<file path="src/rtl/mem_port_arbiter.sv">
// Single-port RAM arbiter between instruction fetch and the memory-op stage.
// Fetch does one read per grant; a data grant carries up to two RAM micro-ops
// (slot 1 then slot 2), each waiting for ram_ack. A bounded data-priority
// streak keeps fetch from starving while both sides request.
module mem_port_arbiter #(
  parameter int ADDR_W = 32,
  parameter int DATA_W = 32,
  parameter int STARVE = 4
) (
  input  logic              clk,
  input  logic              rst,
  input  logic              f_req,
  input  logic [ADDR_W-1:0] f_addr,
  output logic              f_gnt,
  output logic              f_done,
  output logic [DATA_W-1:0] f_rdata,
  input  logic              d_req,
  input  logic [1:0]        d_op1,
  input  logic [1:0]        d_op2,
  input  logic [ADDR_W-1:0] d_addr1,
  input  logic [ADDR_W-1:0] d_addr2,
  input  logic [DATA_W-1:0] d_wdata1,
  input  logic [DATA_W-1:0] d_wdata2,
  output logic              d_gnt,
  output logic              d_done,
  output logic [DATA_W-1:0] d_rdata1,
  output logic [DATA_W-1:0] d_rdata2,
  output logic              d_stall,
  output logic [ADDR_W-1:0] ram_addr,
  output logic              ram_r,
  output logic              ram_w,
  output logic [DATA_W-1:0] ram_w_line,
  input  logic [DATA_W-1:0] ram_r_line,
  input  logic              ram_ack
);

  typedef enum logic [2:0] {S_IDLE, S_F_ACC, S_D1, S_D2, S_FIN} state_t;

  localparam logic [1:0] OP_RD = 2'b01;
  localparam logic [1:0] OP_WR = 2'b10;
  localparam logic [3:0] STARVE_L = 4'(STARVE);

  state_t            r_state;
  logic [3:0]        r_streak;
  logic              r_f_gnt, r_f_done, r_d_gnt, r_d_done;
  logic              r_ram_r, r_ram_w;
  logic [ADDR_W-1:0] r_ram_addr;
  logic [DATA_W-1:0] r_ram_w_line;
  logic [DATA_W-1:0] r_f_rdata, r_d_rdata1, r_d_rdata2;

  // Slot fields held for the duration of a data transaction; slot 1 is
  // issued straight from the request inputs at the grant edge, so only the
  // slot-1 op code is needed afterwards (to route the read result).
  logic [1:0]        r_op1, r_op2;
  logic [ADDR_W-1:0] r_addr2;
  logic [DATA_W-1:0] r_wdata2;

  logic w_strobe, w_ack, w_turn, w_gnt_d, w_gnt_f;

  // Reserved op code 11 behaves like "none".
  function automatic logic op_active(input logic [1:0] op);
    return (op == OP_RD) || (op == OP_WR);
  endfunction

  function automatic logic [3:0] streak_inc(input logic [3:0] s);
    return (s >= STARVE_L) ? STARVE_L : s + 4'd1;
  endfunction

  assign w_strobe = r_ram_r | r_ram_w;
  assign w_ack    = ram_ack & w_strobe;
  // A done pulse in flight forces one idle arbitration cycle before any grant.
  assign w_turn   = r_f_done | r_d_done;
  assign w_gnt_d  = (r_state == S_IDLE) & ~w_turn & d_req &
                    (~f_req | (r_streak != STARVE_L));
  assign w_gnt_f  = (r_state == S_IDLE) & ~w_turn & f_req & ~w_gnt_d;

  assign f_gnt      = r_f_gnt;
  assign f_done     = r_f_done;
  assign f_rdata    = r_f_rdata;
  assign d_gnt      = r_d_gnt;
  assign d_done     = r_d_done;
  assign d_rdata1   = r_d_rdata1;
  assign d_rdata2   = r_d_rdata2;
  assign d_stall    = d_req & ~r_d_done;
  assign ram_addr   = r_ram_addr;
  assign ram_r      = r_ram_r;
  assign ram_w      = r_ram_w;
  assign ram_w_line = r_ram_w_line;

  // Capture the data request's slot fields at the data grant edge.
  always_ff @(posedge clk) begin
    if (w_gnt_d) begin
      r_op1    <= d_op1;
      r_op2    <= d_op2;
      r_addr2  <= d_addr2;
      r_wdata2 <= d_wdata2;
    end
  end

  // Arbitration FSM driving grants, dones, RAM strobes and read results.
  always_ff @(posedge clk or negedge rst) begin
    if (!rst) begin
      r_state      <= S_IDLE;
      r_streak     <= 4'd0;
      r_f_gnt      <= 1'b0;
      r_f_done     <= 1'b0;
      r_d_gnt      <= 1'b0;
      r_d_done     <= 1'b0;
      r_ram_r      <= 1'b0;
      r_ram_w      <= 1'b0;
      r_ram_addr   <= '0;
      r_ram_w_line <= '0;
      r_f_rdata    <= '0;
      r_d_rdata1   <= '0;
      r_d_rdata2   <= '0;
    end else begin
      r_f_gnt  <= 1'b0;
      r_f_done <= 1'b0;
      r_d_gnt  <= 1'b0;
      r_d_done <= 1'b0;
      case (r_state)
        S_IDLE: begin
          if (w_gnt_d) begin
            r_d_gnt  <= 1'b1;
            r_streak <= f_req ? streak_inc(r_streak) : 4'd0;
            if (op_active(d_op1)) begin
              r_state    <= S_D1;
              r_ram_r    <= (d_op1 == OP_RD);
              r_ram_w    <= (d_op1 == OP_WR);
              r_ram_addr <= d_addr1;
              if (d_op1 == OP_WR) r_ram_w_line <= d_wdata1;
            end else if (op_active(d_op2)) begin
              r_state    <= S_D2;
              r_ram_r    <= (d_op2 == OP_RD);
              r_ram_w    <= (d_op2 == OP_WR);
              r_ram_addr <= d_addr2;
              if (d_op2 == OP_WR) r_ram_w_line <= d_wdata2;
            end else begin
              r_state <= S_FIN;
            end
          end else if (w_gnt_f) begin
            r_f_gnt    <= 1'b1;
            r_streak   <= 4'd0;
            r_ram_r    <= 1'b1;
            r_ram_addr <= f_addr;
            r_state    <= S_F_ACC;
          end
        end
        S_F_ACC: begin
          if (w_ack) begin
            r_f_rdata <= ram_r_line;
            r_f_done  <= 1'b1;
            r_ram_r   <= 1'b0;
            r_state   <= S_IDLE;
          end
        end
        S_D1: begin
          if (w_ack) begin
            if (r_op1 == OP_RD) r_d_rdata1 <= ram_r_line;
            r_ram_r <= 1'b0;
            r_ram_w <= 1'b0;
            r_state <= op_active(r_op2) ? S_D2 : S_FIN;
          end
        end
        S_D2: begin
          // Arriving from D1 the strobe is low: that cycle is the bubble,
          // and slot 2 is issued at its closing edge.
          if (!w_strobe) begin
            r_ram_r    <= (r_op2 == OP_RD);
            r_ram_w    <= (r_op2 == OP_WR);
            r_ram_addr <= r_addr2;
            if (r_op2 == OP_WR) r_ram_w_line <= r_wdata2;
          end else if (w_ack) begin
            if (r_op2 == OP_RD) r_d_rdata2 <= ram_r_line;
            r_ram_r <= 1'b0;
            r_ram_w <= 1'b0;
            r_state <= S_FIN;
          end
        end
        S_FIN: begin
          r_d_done <= 1'b1;
          r_state  <= S_IDLE;
        end
        default: r_state <= S_IDLE;
      endcase
    end
  end

endmodule

</file>
<file path="config.mk">
export PLATFORM = sky130hd
export DESIGN_NAME = mem_port_arbiter
export DESIGN_NICKNAME = d
export VERILOG_FILES = /design/src/rtl/mem_port_arbiter.sv
export SDC_FILE = /design/constraint.sdc
export NUM_CORES = 1
export LEC_CHECK = 0
export ABC_AREA = 1
export BUFFER_PORTS_ARGS = -buffer_cell sky130_fd_sc_hd__buf_4
export CAP_MARGIN = 40
export CORE_MARGIN = 5
export CORE_UTILIZATION = 46
export DETAILED_ROUTE_END_ITERATION = 10
export HOLD_SLACK_MARGIN = 0.12
export PLACE_DENSITY = 0.74
export RECOVER_POWER = 50
export SYNTH_ARGS = -nofsm -noshare
export SYNTH_HDL_FRONTEND = slang
export SYNTH_SLANG_ARGS = --single-unit
</file>
<file path="constraint.sdc">
create_clock -name clk -period 2.7 [get_ports clk]
set_input_delay 0 -clock clk [delete_from_list [all_inputs] [get_ports clk]]
set_output_delay 0 -clock clk [all_outputs]
set_load 0.005 [all_outputs]
</file>
# Word-level counts from Yosys, hierarchy flattened
# Index checks and enable logic that the tools add are counted.
totals:
  input_bits: 201
  wordCells: 124
  rom_bits: 0
  latch_bits: 0
  ff_bits: 241
  n_memories: 0
  output_inout_bits: 167
  ram_bits: 0
classes:
  mul: 0
  reduce_logical: 18
  shift: 0
  n_div: 0
  eq_ne: 24
  add_sub_neg: 1
  muxes: 49
  magnitude_cmp: 1
  n_bitwise: 14
ops:
  columns: ["op", "count"]
  rows:
  - ["$mux W32", 12]
  - ["$pmux W32 S2", 2]
  - ["$mux W3", 9]
  - ["$mux W1", 19]
  - ["$mux W4", 4]
  - ["$ne A2 B2 Y1 const B", 7]
  - ["$pmux W3 S4", 1]
  - ["$reduce_and A3 Y1", 3]
  - ["$eq A2 B1 Y1 const B", 4]
  - ["$reduce_and A4 Y1", 2]
  - ["$and A1 B1 Y1", 7]
  - ["$reduce_and A7 Y1", 1]
  - ["$eq A2 B2 Y1 const B", 3]
  - ["$eq A3 B2 Y1 const B", 2]
  - ["$ne A3 B1 Y1 const B", 2]
  - ["$ne A3 B3 Y1 const B", 2]
  - ["$pmux W1 S3", 2]
  - ["$reduce_bool A3 Y1", 2]
  - ["$reduce_and A5 Y1", 1]
  - ["$add A4 B1 Y4 const B", 1]
  - ["$ge A4 B3 Y1 const B", 1]
  - ["$ne A4 B2 Y1 const B", 1]
  - ["$ne A4 B3 Y1 const B", 1]
  - ["$not A1 Y1", 4]
  - ["8 further kinds", 14]

# Logic depth before layout (Yosys ltp)
logic_depth:
  depth_word: 10
  ltp_mapped: 12
  ltp_nobuf: 11

# Least setup slack after synthesis
# No wires, ideal clock.
synth_timing:
  kind: "register -> register"
  from: "reg r_streak[0]"
  to: "reg r_addr2[0] (enable)"
  t_required_ps: 2278
  arrival_time_ps: 2419
  synth_period_minus_slack_ps: 2842
  setup_time_ps: 422
  n_path_buf: 0
  slack_ps: -142
  stages_incl_launch_ff: 8
  path_cell_list: "dfrtp_1 > inv_1 > ha_1 > nand2_1 > nor2_1 > nor2_2 > nand2_4 > inv_1"
synth_via:
  elab_chain_cells: 3
synth_rtl:
  columns: ["item", "line_no", "text"]
  rows:
  - ["start, declared", "44", "logic [3:0] r_streak;"]
  - ["start signal, assigned", "125", "r_streak <= f_req ? streak_inc(r_streak) : 4'd0;"]
  - ["$ne A4 B3 Y1", "74", "(~f_req | (r_streak != STARVE_L));"]
  - ["$or A1 B1 Y1", "74", null]
  - ["$and A1 B1 Y1", "73", "assign w_gnt_d = (r_state == S_IDLE) & ~w_turn & d_req &"]
  - ["via w_gnt_d", "58", "logic w_strobe, w_ack, w_turn, w_gnt_d, w_gnt_f;"]
  - ["end signal, assigned", "95", "r_addr2 <= d_addr2;"]
  - ["end, declared", "55", "logic [ADDR_W-1:0] r_addr2;"]
# The timed path passes the listed nets, and every way through them passes these cells.
# A chain may end at the register's enable or synchronous reset.

# Final worst setup path
layout_timing:
  from: "reg r_state[0]"
  to: "reg r_ram_addr[2] (netlist: ram_addr[2])"
layout_via:
  elab_chain_cells: 8
  elab_cells_between_ends: 15
  classes_between: "4 x eq/ne; 2 x mux; 6 x bitwise; 3 x reduce/logical"
layout_rtl:
  columns: ["item", "line_no", "text"]
  rows:
  - ["start, declared", "43", "state_t r_state;"]
  - ["start signal, assigned", "162", "r_state <= op_active(r_op2) ? S_D2 : S_FIN;"]
  - ["$logic_not A3 Y1", "73, 75, 121", null]
  - ["$and A1 B1 Y1", "73, 75", null]
  - ["$and A1 B1 Y1 (2 in series)", "73", null]
  - ["$not A1 Y1", "75", "assign w_gnt_f = (r_state == S_IDLE) & ~w_turn & f_req & ~w_gnt_d;"]
  - ["$and A1 B1 Y1", "75", null]
  - ["$ne A3 B3 Y1 (no source line)", null, null]
  - ["$reduce_and A4 Y1 (no source line)", null, null]
  - ["end signal, assigned", "130", "r_ram_addr <= d_addr1;"]
  - ["end signal, assigned", "136", "r_ram_addr <= d_addr2;"]
  - ["end signal, assigned", "145", "r_ram_addr <= f_addr;"]
  - ["end, declared", "47", "logic [ADDR_W-1:0] r_ram_addr;"]
# Parallel ways exist; a longest one is shown, timed or not.

==> qor.yml <==
pwr:
  power_mw: 15.9
  p_seq_share_pct: 37.4
  vdd_drop_max_uv: 692
  p_leak_nw: 8.18
  p_comb_share_pct: 40.7
  p_switching_mw: 5.87
  power.density_nw_per_um2: 968
  sw_frac_of_total_pct: 36.9
  pwr-share-clk_pct: 21.9
  cell_internal_pwr_mw: 10.1
clock_network:
  htreeDepth: 1
  cts_tree: "done"
  clock-root-buffer: "clkbuf_16"
  numCtsBuffers: 26
  clock_latency_ps: 530
  clkSinkCount: 241
  postCtsSetupRepairBufs: 0
  path_clk_slew_ps: 70
  clk_path_buf_depth: 3
floorplan:
  core_area_um2: 23300
  placementRows: 56
  io_pins: 368
  die_width_um: 164
  die-height_um: 164
  initial_core_util_pct: 46.6
  dieArea_um2: 26800
timing:
  fmax_ghz: 0.394
  worst_pin_slew_ps: 1470
  setup_violations: 0
  skew_ps: 12.3
  period_share_pct: 94.0
  tns_ps: 0
  grt_setup_unrepaired: "false"
  hold_viol: 0
  fin_ws_ps: 163
  drv_slew: 0
  slew_headroom_pct: 2.25
  fin_crit_ps: 2540
grt:
  grt-ovfl-total: 0
  grt_max_degree: 70
  grt_util_all_layers_pct: 26.3
  antenna_found_initial: 0
  grt_pass1_wl_mm: 56.2
  grt_pass1_vias: 10800
worst_setup_path:
  critPathArrivalTime_ps: 3000
  r2r_start: "r_state[0]$_DFFE_PN0P_"
  critical_path_class: "reg -> reg"
  rr_endpoint: "ram_addr[2]$_DFFE_PN0P_"
  critPathMaxFanout: 35
  reg2reg_depth: 11
  worst-endpoint-required_ps: 3170
  start_kind: "flip-flop"
  critPathCaptureType: "flip-flop"
  r2r_slack_ps: 160
detailed_routing:
  first_pass_iters: 5
  vias_per_cell: 5.04
  drtIter0Drc: 807
  drc: 0
  wl_per_cell_um: 17.3
  drtAntennaViolNets: 0
  vias: 10700
  wirelength_mm: 36.6
final_layout:
  diodes: 0
  fin_area_um2: 16500
  n_fill_cell: 1683
  fin_nets: 1991
  area_delta_synth_final_pct: 51.6
  layout-drive-gt1-share_pct: 21.8
yosys:
  synthCells: 1237
  ys_ff_latch: 241
  async_flop_share_pct: 71.8
  yosysTopAreaCell: "dfrtp_1"
  netlist_area_um2: 10900
  seq_area_frac_synth_pct: 58.7
  synth_fa_ha_area_share_pct: 0.921
  synth.distinct_cells: 32
  synth_edf_count: 68
  ys.flop_type: "dfrtp_1"
  netlist_top_cells_count: "nand2_1, dfrtp_1, o21ai_0"
  yosysMostFrequentCell: "nand2_1"
  synth_xor_area_share_pct: 0
  synth_top_cell_area_share_pct: 39.9
  synthMuxAreaShare_pct: 0
  synth_top_family_by_area: "simple AND/OR/NAND/NOR gates"
  ys_warn_count: 0
  synth-compound-area-share_pct: 10.8
  synth_simple_gate_area_share_pct: 22.1
  syn_avg_cell_area_um2: 8.78
  syn_nets: 1446
  synthTopCellsByArea: "dfrtp_1, edfxtp_1, nand2_1"
run_status:
  status: "finished, final reports clean"
place:
  port_buffers: 367
  dpl_cell_area_um2: 13900
  dp_hpwl_mm: 22.7
  place.gp.congestion: 0.848
  place_ws_ps: 552
min_path:
  min-delay-start: "d_addr2[10]"
  hold_depth: 2
  holdPathEnd: "r_addr2[10]$_DFFE_PP_"
  hp-class: "in -> reg"
run:
  drv_cap: 0
[layout by cell type (no fill, tap or decap), types with 2 or more instances in the layout]
cell type / instances
clkinv_2: 3
buf_12: 4
inv_2: 2
dlygate4sd3_1: 201
a21oi_1: 3
clkbuf_8: 8
nand2_2: 2
buf_1: 3
nand2_4: 3
o21ai_2: 31
clkbuf_2: 3
o21ai_1: 4
dfrtp_1: 173
ha_1: 7
nand3_2: 2
nor3_1: 4
nand2_1: 451
clkbuf_1: 87
clkbuf_16: 27
nand3_1: 100
o21ai_0: 166
buf_4: 196
clkbuf_4: 100
inv_1: 122
nor2_1: 13
a22oi_1: 2
edfxtp_1: 68
[stage by stage]
| stage | util (%) | hold WS (ps) | std cells |
|---|---|---|---|
| after floorplan | - | -296 | 1237 |
| after CTS | 72.1 | 178 | 2121 |
| after detailed placement | 59.6 | -11.9 | 1871 |
| after global routing | 70.6 | 214 | 2121 |
| final | 70.6 | 217 | 2121 |
| after global placement | 59.5 | -15.3 | 1870 |
[state kept, by name (all words and copies together), names as in the netlist]
register / count
r_streak: 4
f_rdata: 32
ram_w_line: 32
d_rdata1: 32
d_rdata2: 32
ram_r: 1
r_state: 3
r_op2: 2
f_gnt: 1
ram_addr: 32
d_done: 1
r_addr2: 32
f_done: 1
d_gnt: 1
r_wdata2: 32
r_op1: 2
ram_w: 1
[cells by family (layout without fill, tap and decap cells)]
group | Yosys count | in the layout
DFF | 241 | 241
buffers and inverters | 196 | 761
AOI/OAI and AO/OA | 209 | 209
and+or+nand+nor | 583 | 583
adders and majority gates | 8 | 8
[worst max path at each step]
stage / from / slack [ps] / to
after floorplan: r_streak[0]$_DFFE_PN0P_ / 370 / r_addr2[0]$_DFFE_PP_
after global placement: r_state[0]$_DFFE_PN0P_ / 640 / ram_w_line[27]$_DFFE_PN0P_
after detailed placement: r_streak[0]$_DFFE_PN0P_ / 550 / ram_addr[31]$_DFFE_PN0P_
after CTS: d_op1[0] / 220 / ram_addr[2]$_DFFE_PN0P_
after global routing: r_state[0]$_DFFE_PN0P_ / 80 / ram_addr[10]$_DFFE_PN0P_
final: r_state[0]$_DFFE_PN0P_ / 160 / ram_addr[2]$_DFFE_PN0P_
[worst max-delay path: stages (launching register included)]
cell and delay (ps):
dfrtp_1 510, nor2_4 170, nand2_4 90, nor2_8 250
nand2_4 120, buf_4 270, nand2_1 110, nand3_1 60
dlygate4sd3_1 610, nand2_1 110, nand2_1 70, nand2_1 80
[power groups by stage]
stage / sequential [mW] / combinational, mW / clock [mW]
final: 5.96 / 6.48 / 3.49
after CTS: 5.94 / 6.67 / 3.55
after floorplan: 5.89 / 3.40 / 0
after detailed placement: 5.98 / 6.16 / 0
after global routing: 6.09 / 7.16 / 3.72
after global placement: 5.97 / 5.96 / 0
[per-layer routing]
layer	part of all wire [%]	up-vias	routed length (um)	global-route usage [%]
met5	0	-	0	0
met4	4.6	0	1690	11.1
met3	8.7	120	3200	5.60
met2	49	554	18100	45.9
met1	37	4963	13600	31.5
li1	-	5062	-	-
[final cells by class]
class | instances | area (um2) | share of cell area, %
clock buffer | 43 | 816 | 4.96
clock inverter | 5 | 42.5 | 0.258
inverter | 126 | 477 | 2.90
multi-input combinational | 800 | 3710 | 22.5
sequential | 241 | 6370 | 38.7
tap | 319 | 399 | 2.42
timing repair buffer | 587 | 4650 | 28.2
[timing repair]
action | 4_1_cts | 5_1_grt
hold buffers | 202 | 0
hold endpoints to repair | 410 | 0
resized for setup | 0 | 1
setup endpoints to repair | 0 | 2
No activity file was read; power rests on OpenSTA's default activity.
